==> src/rtl/game_sequencer_if.sv <==
// Handshake bundle between the game sequencer and the surrounding game logic.
// The master side drives frame timing and player inputs; the slave side is the sequencer.
interface game_sequencer_if;
    logic       frame_tick;
    logic       start_btn;
    logic       collision;
    logic       player_at_goal;
    logic [2:0] state;
    logic [1:0] lives;
    logic [2:0] level;
    logic [3:0] lane_step;
    logic       player_reset;

    modport master (
        output frame_tick, start_btn, collision, player_at_goal,
        input  state, lives, level, lane_step, player_reset
    );

    modport slave (
        input  frame_tick, start_btn, collision, player_at_goal,
        output state, lives, level, lane_step, player_reset
    );
endinterface

==> src/rtl/game_sequencer.sv <==
// Game flow sequencer: lives, level and per-lane car step scheduling.
// Define ATTRACT_MODE_EN to let lanes run at level-0 speed while IDLE.
module game_sequencer #(
    parameter int unsigned LIVES_INIT = 3,
    parameter int unsigned HIT_FRAMES = 60,
    parameter int unsigned LANE0_DIV  = 6,
    parameter int unsigned LANE1_DIV  = 4,
    parameter int unsigned LANE2_DIV  = 5,
    parameter int unsigned LANE3_DIV  = 3,
    parameter int unsigned MAX_LEVEL  = 7
) (
    input logic             CLK,
    input logic             RST,
    game_sequencer_if.slave bus
);

    typedef enum logic [2:0] {
        StIdle = 3'd0,
        StPlay = 3'd1,
        StHit  = 3'd2,
        StWin  = 3'd3,
        StOver = 3'd4
    } state_e;

    localparam logic [3:0][7:0] LANE_DIVS = {8'(LANE3_DIV), 8'(LANE2_DIV),
                                             8'(LANE1_DIV), 8'(LANE0_DIV)};

    state_e     state_q;
    logic [1:0] lives_q;
    logic [2:0] level_q;
    logic [3:0] lane_step_q;
    logic       player_reset_q;
    logic [7:0] lane_cnt_q [4];
    logic [7:0] hit_cnt_q;
    logic       start_q;

    logic       start_edge;
    logic [7:0] eff_div [4];
    logic [7:0] cnt_inc [4];
    logic [3:0] wrap;
`ifdef ATTRACT_MODE_EN
    logic [3:0] idle_wrap;
`endif

    always_comb begin
        start_edge = bus.start_btn & ~start_q;
        for (int n = 0; n < 4; n++) begin
            // Divisor floors at 1 once the level catches up with the base rate.
            eff_div[n] = (LANE_DIVS[n] > {5'd0, level_q}) ? LANE_DIVS[n] - {5'd0, level_q}
                                                          : 8'd1;
            cnt_inc[n] = lane_cnt_q[n] + 8'd1;
            // >= so counters left above a freshly lowered divisor step immediately.
            wrap[n]    = cnt_inc[n] >= eff_div[n];
        end
`ifdef ATTRACT_MODE_EN
        for (int n = 0; n < 4; n++) begin
            idle_wrap[n] = cnt_inc[n] >= LANE_DIVS[n];
        end
`endif
    end

    always_ff @(posedge CLK) begin
        if (RST) begin
            state_q        <= StIdle;
            lives_q        <= '0;
            level_q        <= '0;
            lane_step_q    <= '0;
            player_reset_q <= 1'b0;
            hit_cnt_q      <= '0;
            start_q        <= 1'b1;
            for (int n = 0; n < 4; n++) lane_cnt_q[n] <= '0;
        end else begin
            start_q        <= bus.start_btn;
            lane_step_q    <= '0;
            player_reset_q <= 1'b0;
            unique case (state_q)
                StIdle: begin
                    if (start_edge) begin
                        state_q        <= StPlay;
                        lives_q        <= 2'(LIVES_INIT);
                        level_q        <= '0;
                        hit_cnt_q      <= '0;
                        player_reset_q <= 1'b1;
                        for (int n = 0; n < 4; n++) lane_cnt_q[n] <= '0;
                    end
`ifdef ATTRACT_MODE_EN
                    else if (bus.frame_tick) begin
                        for (int n = 0; n < 4; n++) begin
                            lane_cnt_q[n]  <= idle_wrap[n] ? 8'd0 : cnt_inc[n];
                            lane_step_q[n] <= idle_wrap[n];
                        end
                    end
`endif
                end
                StPlay: begin
                    if (bus.frame_tick) begin
                        for (int n = 0; n < 4; n++) begin
                            lane_cnt_q[n]  <= wrap[n] ? 8'd0 : cnt_inc[n];
                            lane_step_q[n] <= wrap[n];
                        end
                        if (bus.collision) begin
                            state_q   <= StHit;
                            lives_q   <= lives_q - 2'd1;
                            hit_cnt_q <= '0;
                        end else if (bus.player_at_goal) begin
                            state_q <= StWin;
                        end
                    end
                end
                StHit: begin
                    if (bus.frame_tick) begin
                        if (hit_cnt_q + 8'd1 >= 8'(HIT_FRAMES)) begin
                            hit_cnt_q <= '0;
                            if (lives_q == 2'd0) begin
                                state_q <= StOver;
                            end else begin
                                state_q        <= StPlay;
                                player_reset_q <= 1'b1;
                            end
                        end else begin
                            hit_cnt_q <= hit_cnt_q + 8'd1;
                        end
                    end
                end
                StWin: begin
                    if (bus.frame_tick) begin
                        if (level_q < 3'(MAX_LEVEL)) level_q <= level_q + 3'd1;
                        player_reset_q <= 1'b1;
                        state_q        <= StPlay;
                    end
                end
                StOver: begin
                    if (start_edge) state_q <= StIdle;
                end
                default: state_q <= StIdle;
            endcase
        end
    end

    assign bus.state        = state_q;
    assign bus.lives        = lives_q;
    assign bus.level        = level_q;
    assign bus.lane_step    = lane_step_q;
    assign bus.player_reset = player_reset_q;

endmodule
==> src/flat_wrapper.sv <==
// flat-port wrapper written by rule: the top's interface ports become plain ports
module game_sequencer_flat 
#(
    parameter int unsigned LIVES_INIT = 3,
    parameter int unsigned HIT_FRAMES = 60,
    parameter int unsigned LANE0_DIV  = 6,
    parameter int unsigned LANE1_DIV  = 4,
    parameter int unsigned LANE2_DIV  = 5,
    parameter int unsigned LANE3_DIV  = 3,
    parameter int unsigned MAX_LEVEL  = 7
)
  (CLK, RST, bus_frame_tick, bus_start_btn, bus_collision, bus_player_at_goal, bus_state, bus_lives, bus_level, bus_lane_step, bus_player_reset);
  game_sequencer_if bus_i ();
  input logic CLK;
  input logic RST;
  input wire logic [$bits(bus_i.frame_tick)-1:0] bus_frame_tick;
  input wire logic [$bits(bus_i.start_btn)-1:0] bus_start_btn;
  input wire logic [$bits(bus_i.collision)-1:0] bus_collision;
  input wire logic [$bits(bus_i.player_at_goal)-1:0] bus_player_at_goal;
  output wire logic [$bits(bus_i.state)-1:0] bus_state;
  output wire logic [$bits(bus_i.lives)-1:0] bus_lives;
  output wire logic [$bits(bus_i.level)-1:0] bus_level;
  output wire logic [$bits(bus_i.lane_step)-1:0] bus_lane_step;
  output wire logic [$bits(bus_i.player_reset)-1:0] bus_player_reset;
  assign bus_i.frame_tick = bus_frame_tick;
  assign bus_i.start_btn = bus_start_btn;
  assign bus_i.collision = bus_collision;
  assign bus_i.player_at_goal = bus_player_at_goal;
  assign bus_state = bus_i.state;
  assign bus_lives = bus_i.lives;
  assign bus_level = bus_i.level;
  assign bus_lane_step = bus_i.lane_step;
  assign bus_player_reset = bus_i.player_reset;
  game_sequencer #(.LIVES_INIT(LIVES_INIT), .HIT_FRAMES(HIT_FRAMES), .LANE0_DIV(LANE0_DIV), .LANE1_DIV(LANE1_DIV), .LANE2_DIV(LANE2_DIV), .LANE3_DIV(LANE3_DIV), .MAX_LEVEL(MAX_LEVEL)) u_core (.CLK(CLK), .RST(RST), .bus(bus_i));
endmodule
==> config.mk <==
export PLATFORM = sky130hd
export DESIGN_NAME = game_sequencer_flat
export DESIGN_NICKNAME = d
export VERILOG_FILES = /design/src/rtl/game_sequencer_if.sv /design/src/rtl/game_sequencer.sv /design/src/flat_wrapper.sv
export SDC_FILE = /design/constraint.sdc
export NUM_CORES = 1
export LEC_CHECK = 0
export CELL_PAD_IN_SITES_DETAIL_PLACEMENT = 2
export CELL_PAD_IN_SITES_GLOBAL_PLACEMENT = 2
export CORE_UTILIZATION = 41
export DETAILED_ROUTE_END_ITERATION = 8
export PLACE_DENSITY = 0.95
export SYNTH_ARGS = -nofsm -noshare
export SYNTH_HDL_FRONTEND = slang
export SYNTH_SLANG_ARGS = --single-unit
==> constraint.sdc <==
create_clock -name CLK -period 6.4 [get_ports CLK]
set_input_delay 0.96 -clock CLK [delete_from_list [all_inputs] [get_ports CLK]]
set_output_delay 0.96 -clock CLK [all_outputs]
set_load 0.05 [all_outputs]
# Yosys cells after proc, flatten, opt, wreduce, memory -nomap -nowiden
# Memories as Yosys holds them, arrays and structs flattened.
# Index checks and enable logic that the tools add are counted.
[op_classes] add_sub_neg=11 n_lt_le_gt_ge=10 n_eq_ne=13 mux=53 n_bitwise=12 n_reduce_logical=10
[ops] op="two-way mux 8 bit" n=21
[ops] op="adder 8 x 1 -> 8 bit (second input constant)" n=5
[ops] op="two-way mux 3 bit" n=11
[ops] op="greater-or-equal comparator 8 bit" n=4
[ops] op="case mux 8 bit (3 select lines)" n=1
[ops] op="case mux 3 bit (5 select lines)" n=1
[ops] op="two-way mux 1 bit" n=13
[ops] op="subtractor 3 x 3 -> 4 bit (first input constant)" n=3
[ops] op="> comparator 3 bit (first input constant)" n=3
[ops] op="greater-or-equal comparator 8 x 6 -> 1 bit (second input constant)" n=1
[ops] op="!= test 2 x 1 -> 1 bit (second input constant)" n=4
[ops] op="!= test 2 bit (second input constant)" n=4
[ops] op="bitwise OR 1 bit" n=8
[ops] op="AND reduction 4 bit" n=2
[ops] op="AND reduction 7 bit" n=1
[ops] op="== test 3 x 2 -> 1 bit (second input constant)" n=2
[ops] op="two-way mux 2 bit" n=3
[ops] op="case mux 3 bit (2 select lines)" n=1
[ops] op="AND reduction 5 bit" n=1
[ops] op="case mux 2 bit (2 select lines)" n=1
[ops] op="nonzero test 2 bit" n=2
[ops] op="subtractor 2 x 3 -> 4 bit (first input constant)" n=1
[ops] op="adder 3 x 1 -> 3 bit (second input constant)" n=1
[ops] op="== test 3 x 1 -> 1 bit (second input constant)" n=1
[ops] op="other kinds (12)" n=14
[word_totals] register_bits=22 mem_bits_rw=32 inputBits=6 wordCells=117 mem_count=1
[memory_table] memory="u_core.lane_cnt_q" words=4 word_bits=8 rd=4 rd_clocked_by_memory_dff=0 wr=4 line="game_sequencer.sv:33" source="logic [7:0] lane_cnt_q [4];"

# Depth between registers and ports, before layout
[depth] ltp_word=8 depth_mapped=10

# Worst setup path after synthesis
# Ideal clock, no wire load.
[synth_timing] kind="register to register" startpoint="register u_core.level_q[2] (netlist: u_core.bus.level[2])" endpoint="memory u_core.lane_cnt_q[0][7] (data pin)" setup_time_ps=288 arrival_time_ps=2501 required_time_ps=6112 setup_slack_ps=3611 stages_incl_launch_ff=8 period_less_slack_ps=2789 cell_sequence="dfxtp_1 -> clkinv_1 -> ha_1 -> nand2b_1 -> ha_1 -> a211oi_1 -> o31ai_1 -> nor3b_1"
[synth_lines] element="start: declaration" line="game_sequencer.sv:30" source="logic [2:0] level_q;"
[synth_lines] element="start signal: assignment" line="game_sequencer.sv:127" source="if (level_q < 3'(MAX_LEVEL)) level_q <= level_q + 3'd1;"
[synth_lines] element="end: declaration" line="game_sequencer.sv:33"

==> run summary <==
Outcome -> completed
Worst path arrival time -> 3310 ps
Max-Cap Viols -> 0
Sw Share -> 30.53%
Total CTS buffers -> 5
Worst slew pin tran -> 1150 ps
Yosys warns -> 0
Pleak -> 1.599 nW
Int Power -> 498.7 uW
Seq/Total Area, Yosys -> 37.13%
Vias in the first global route -> 3405
Num rows -> 33
Vias -> 3032
Hold buffer count at CTS -> 0
Synthesized area -> 3558 um2
Crit-path max FO -> 16
Syn Area/Cell -> 9.009 um2
CTS clock-pin slew for the worst setup and hold paths -> 110 ps
Layout cells sized above 1 -> 4.706%
Floorplan die width -> 95.16 um
Tmin final -> 3148 ps
Maximum VDD drop -> 0.0001322 V
Die Height -> 95.16 um
WL per Instance -> 19.20 um
Async S/R FF share, synth -> 0%
GR Util All Layers -> 24.59%
RSZ-0062 raised after global routing -> false
Hold Worst Slack -> 505.4 ps
Relative slew slack -> 22.65%
Flop pwr share -> 55.0%
Hold Crit Class -> reg2reg
TNS Setup -> 0 ps
Synth Instances -> 395
H-Tree Depth -> 2
Clk Latency, worst-skew pair -> 320 ps
Clock share of power -> 27.3%
CP Data Required Time -> 6570 ps
Root buffer cell -> clkbuf_8
Crit share post-route -> 49.19%
Cell variety after synth -> 57
Pwr dens -> 181.4 nW/um2
Area delta synth->final -> 11.22%
ANT cells -> 0
#FFs+latches synth -> 54
Critical path startpoint category -> primary input
Clk buf depth -> 2
Core box area -> 8299 um2
Clk sinks -> 54
Largest net degree at the start of global routing -> 19
Top Ports -> 19
Slack of the critical path -> 3252 ps
Global-route wire length before repair -> 16.91 mm
HPWL after detailed placement -> 7.355 mm
GP Congestion -> 0.7505
Maximum clock frequency -> 317.6 MHz
Post-CTS setup buffer count -> 0
Remaining DRCs -> 0
Drt total wl -> 10.17 mm
Final Hold Vio Count -> 0
DR iter-0 viols -> 139
Antenna-violating nets left -> 0
Vias per Instance -> 5.721
Critical path class -> in2reg
Endpoints failing setup -> 0
Max Slew Vio Count -> 0
Setup Skew -> 11.78 ps
Main synth FF type -> dfxtp_1
Crit. End Element -> register
Die area -> 9055 um2
1st-pass router iterations -> 4
Initial antenna violation count -> 0
Post-synth EDFFs -> 24
Fin nets -> 471
Pre-CTS setup slack -> 2959 ps
Post-CTS sizing -> 0
Congestion Overflow GR -> 0
Comb power frac -> 17.7%
Net Sw Power -> 219.1 uW
Initial Utilization -> 42.88%
I/O Buffers -> 18
CTS tree -> done
==> cell usage after synthesis, types with 8 or more instances <==
cell | n | area, um2
nor2_1 | 34 | 127.6
nand2_1 | 51 | 191.4
edfxtp_1 | 24 | 720.7
ha_1 | 41 | 513.0
nor3_1 | 11 | 55.05
and2_1 | 8 | 50.05
a21oi_1 | 22 | 110.1
nand3_1 | 28 | 140.1
a21o_1 | 9 | 67.56
xor2_1 | 11 | 96.34
o21ai_0 | 10 | 50.05
xnor2_1 | 14 | 122.6
inv_1 | 12 | 45.04
dfxtp_1 | 30 | 600.6
nor2b_1 | 8 | 50.05
nand4_1 | 10 | 62.56
==> worst paths after layout <==
check	from	to	slack [ps]	depth (start not counted)
setup / recovery	bus_frame_tick	u_core.lane_cnt_q[1][4]$_SDFFCE_PP0P_	3250	6
hold / removal	u_core.lane_cnt_q[2][7]$_SDFFE_PP0P_	u_core.lane_cnt_q[2][7]$_SDFFE_PP0P_	510	2
setup reg to reg	u_core.lane_cnt_q[2][0]$_SDFFE_PP0P_	u_core.lane_cnt_q[2][2]$_SDFFE_PP0P_	3360	10
hold reg to reg	u_core.lane_cnt_q[2][7]$_SDFFE_PP0P_	u_core.lane_cnt_q[2][7]$_SDFFE_PP0P_	510	2
==> power groups by stage <==
| stage | sequential (mW) | combinational, mW | clock [mW] |
|---|---|---|---|
| 6_report | 0.395 | 0.127 | 0.196 |
| 5_1_grt | 0.397 | 0.141 | 0.208 |
| 4_1_cts | 0.395 | 0.129 | 0.198 |
| 3_5_place_dp | 0.402 | 0.126 | 0 |
| 3_3_place_gp | 0.400 | 0.117 | 0 |
| 2_1_floorplan | 0.404 | 0.0824 | 0 |
==> cells in the final DEF, fill, tap and decap left out, types with 2 or more instances in the layout <==
cell type,instances
nand2b_1,5
nand4_1,10
nand3b_1,2
ha_1,41
clkdlybuf4s50_1,18
and3_1,5
clkbuf_8,5
o31ai_1,3
a21o_1,9
xor2_1,11
a31oi_1,3
dfxtp_1,30
xnor2_1,14
a21oi_1,22
edfxtp_1,24
and2_1,8
clkinv_1,2
nand2_1,51
mux2i_1,2
nand3_1,28
nor2b_1,8
conb_1,15
nor3b_1,3
nor3_1,11
or2_2,3
o21ai_0,10
nor2_1,34
inv_1,12
a211oi_1,7
==> layout make-up <==
cell class | instances | area [um2]
Clock inverter | 2 | 8.758
Sequential cell | 54 | 1321
Inverter | 14 | 52.55
Clock buffer | 6 | 72.57
Fill cell | 900 | 4342
Timing Repair Buffer | 19 | 187.7
Multi-Input combinational cell | 330 | 2183
Tap cell | 105 | 131.4
==> flip-flops by register name (all words and copies together), names as in the netlist <==
signal / count
u_core.bus.player_reset: 1
u_core.bus.level: 3
u_core.bus.state: 3
u_core.hit_cnt_q: 8
u_core.lane_cnt_q: 32
u_core.bus.lives: 2
u_core.start_q: 1
u_core.bus.lane_step: 4
==> worst max-delay path, stage by stage <==
cell and delay (ps):
clkdlybuf4s50_1 680, nand2_1 150, or3_1 610, nor2_4 430
o211ai_2 270, nor2b_1 200
==> through the flow <==
stage               area, um2  util, %  std cells  total power, mW
finish                   3958    47.69        530           0.7178
global route             3958    47.69        530           0.7464
CTS                      3958    47.69        530           0.7221
detailed placement       3876    46.71        522           0.5285
global placement         3876    46.71        522           0.5167
floorplan                3611        -        409           0.4865
==> kinds of logic (layout without fill, tap and decap cells) <==
logic type | count (synthesis) | after routing | synth area share [%]
muxes | 2 | 2 | 0.5626
DFF | 54 | 54 | 37.13
buffers and inverters | 25 | 41 | 2.988
xor gates and xnor gates | 25 | 25 | 6.153
AOI/OAI and AO/OA | 69 | 69 | 13.08
adders and majority gates | 41 | 41 | 14.42
and+or+nand+nor | 178 | 178 | 25.56
other | 1 | 15 | 0.1054
==> metal layers <==
| metal | part of all wire, % | up-vias | GRT usage [%] | wire [um] |
|---|---|---|---|---|
| met2 | 55 | 38 | 48.33 | 5626 |
| li1 | - | 1466 | - | - |
| met4 | 1.2 | 0 | 7.449 | 127 |
| met1 | 42 | 1517 | 26.98 | 4236 |
| met3 | 1.8 | 11 | 3.030 | 183 |
| met5 | 0 | - | 0 | 0 |
Note: power is estimated with default switching activity, not from simulation.
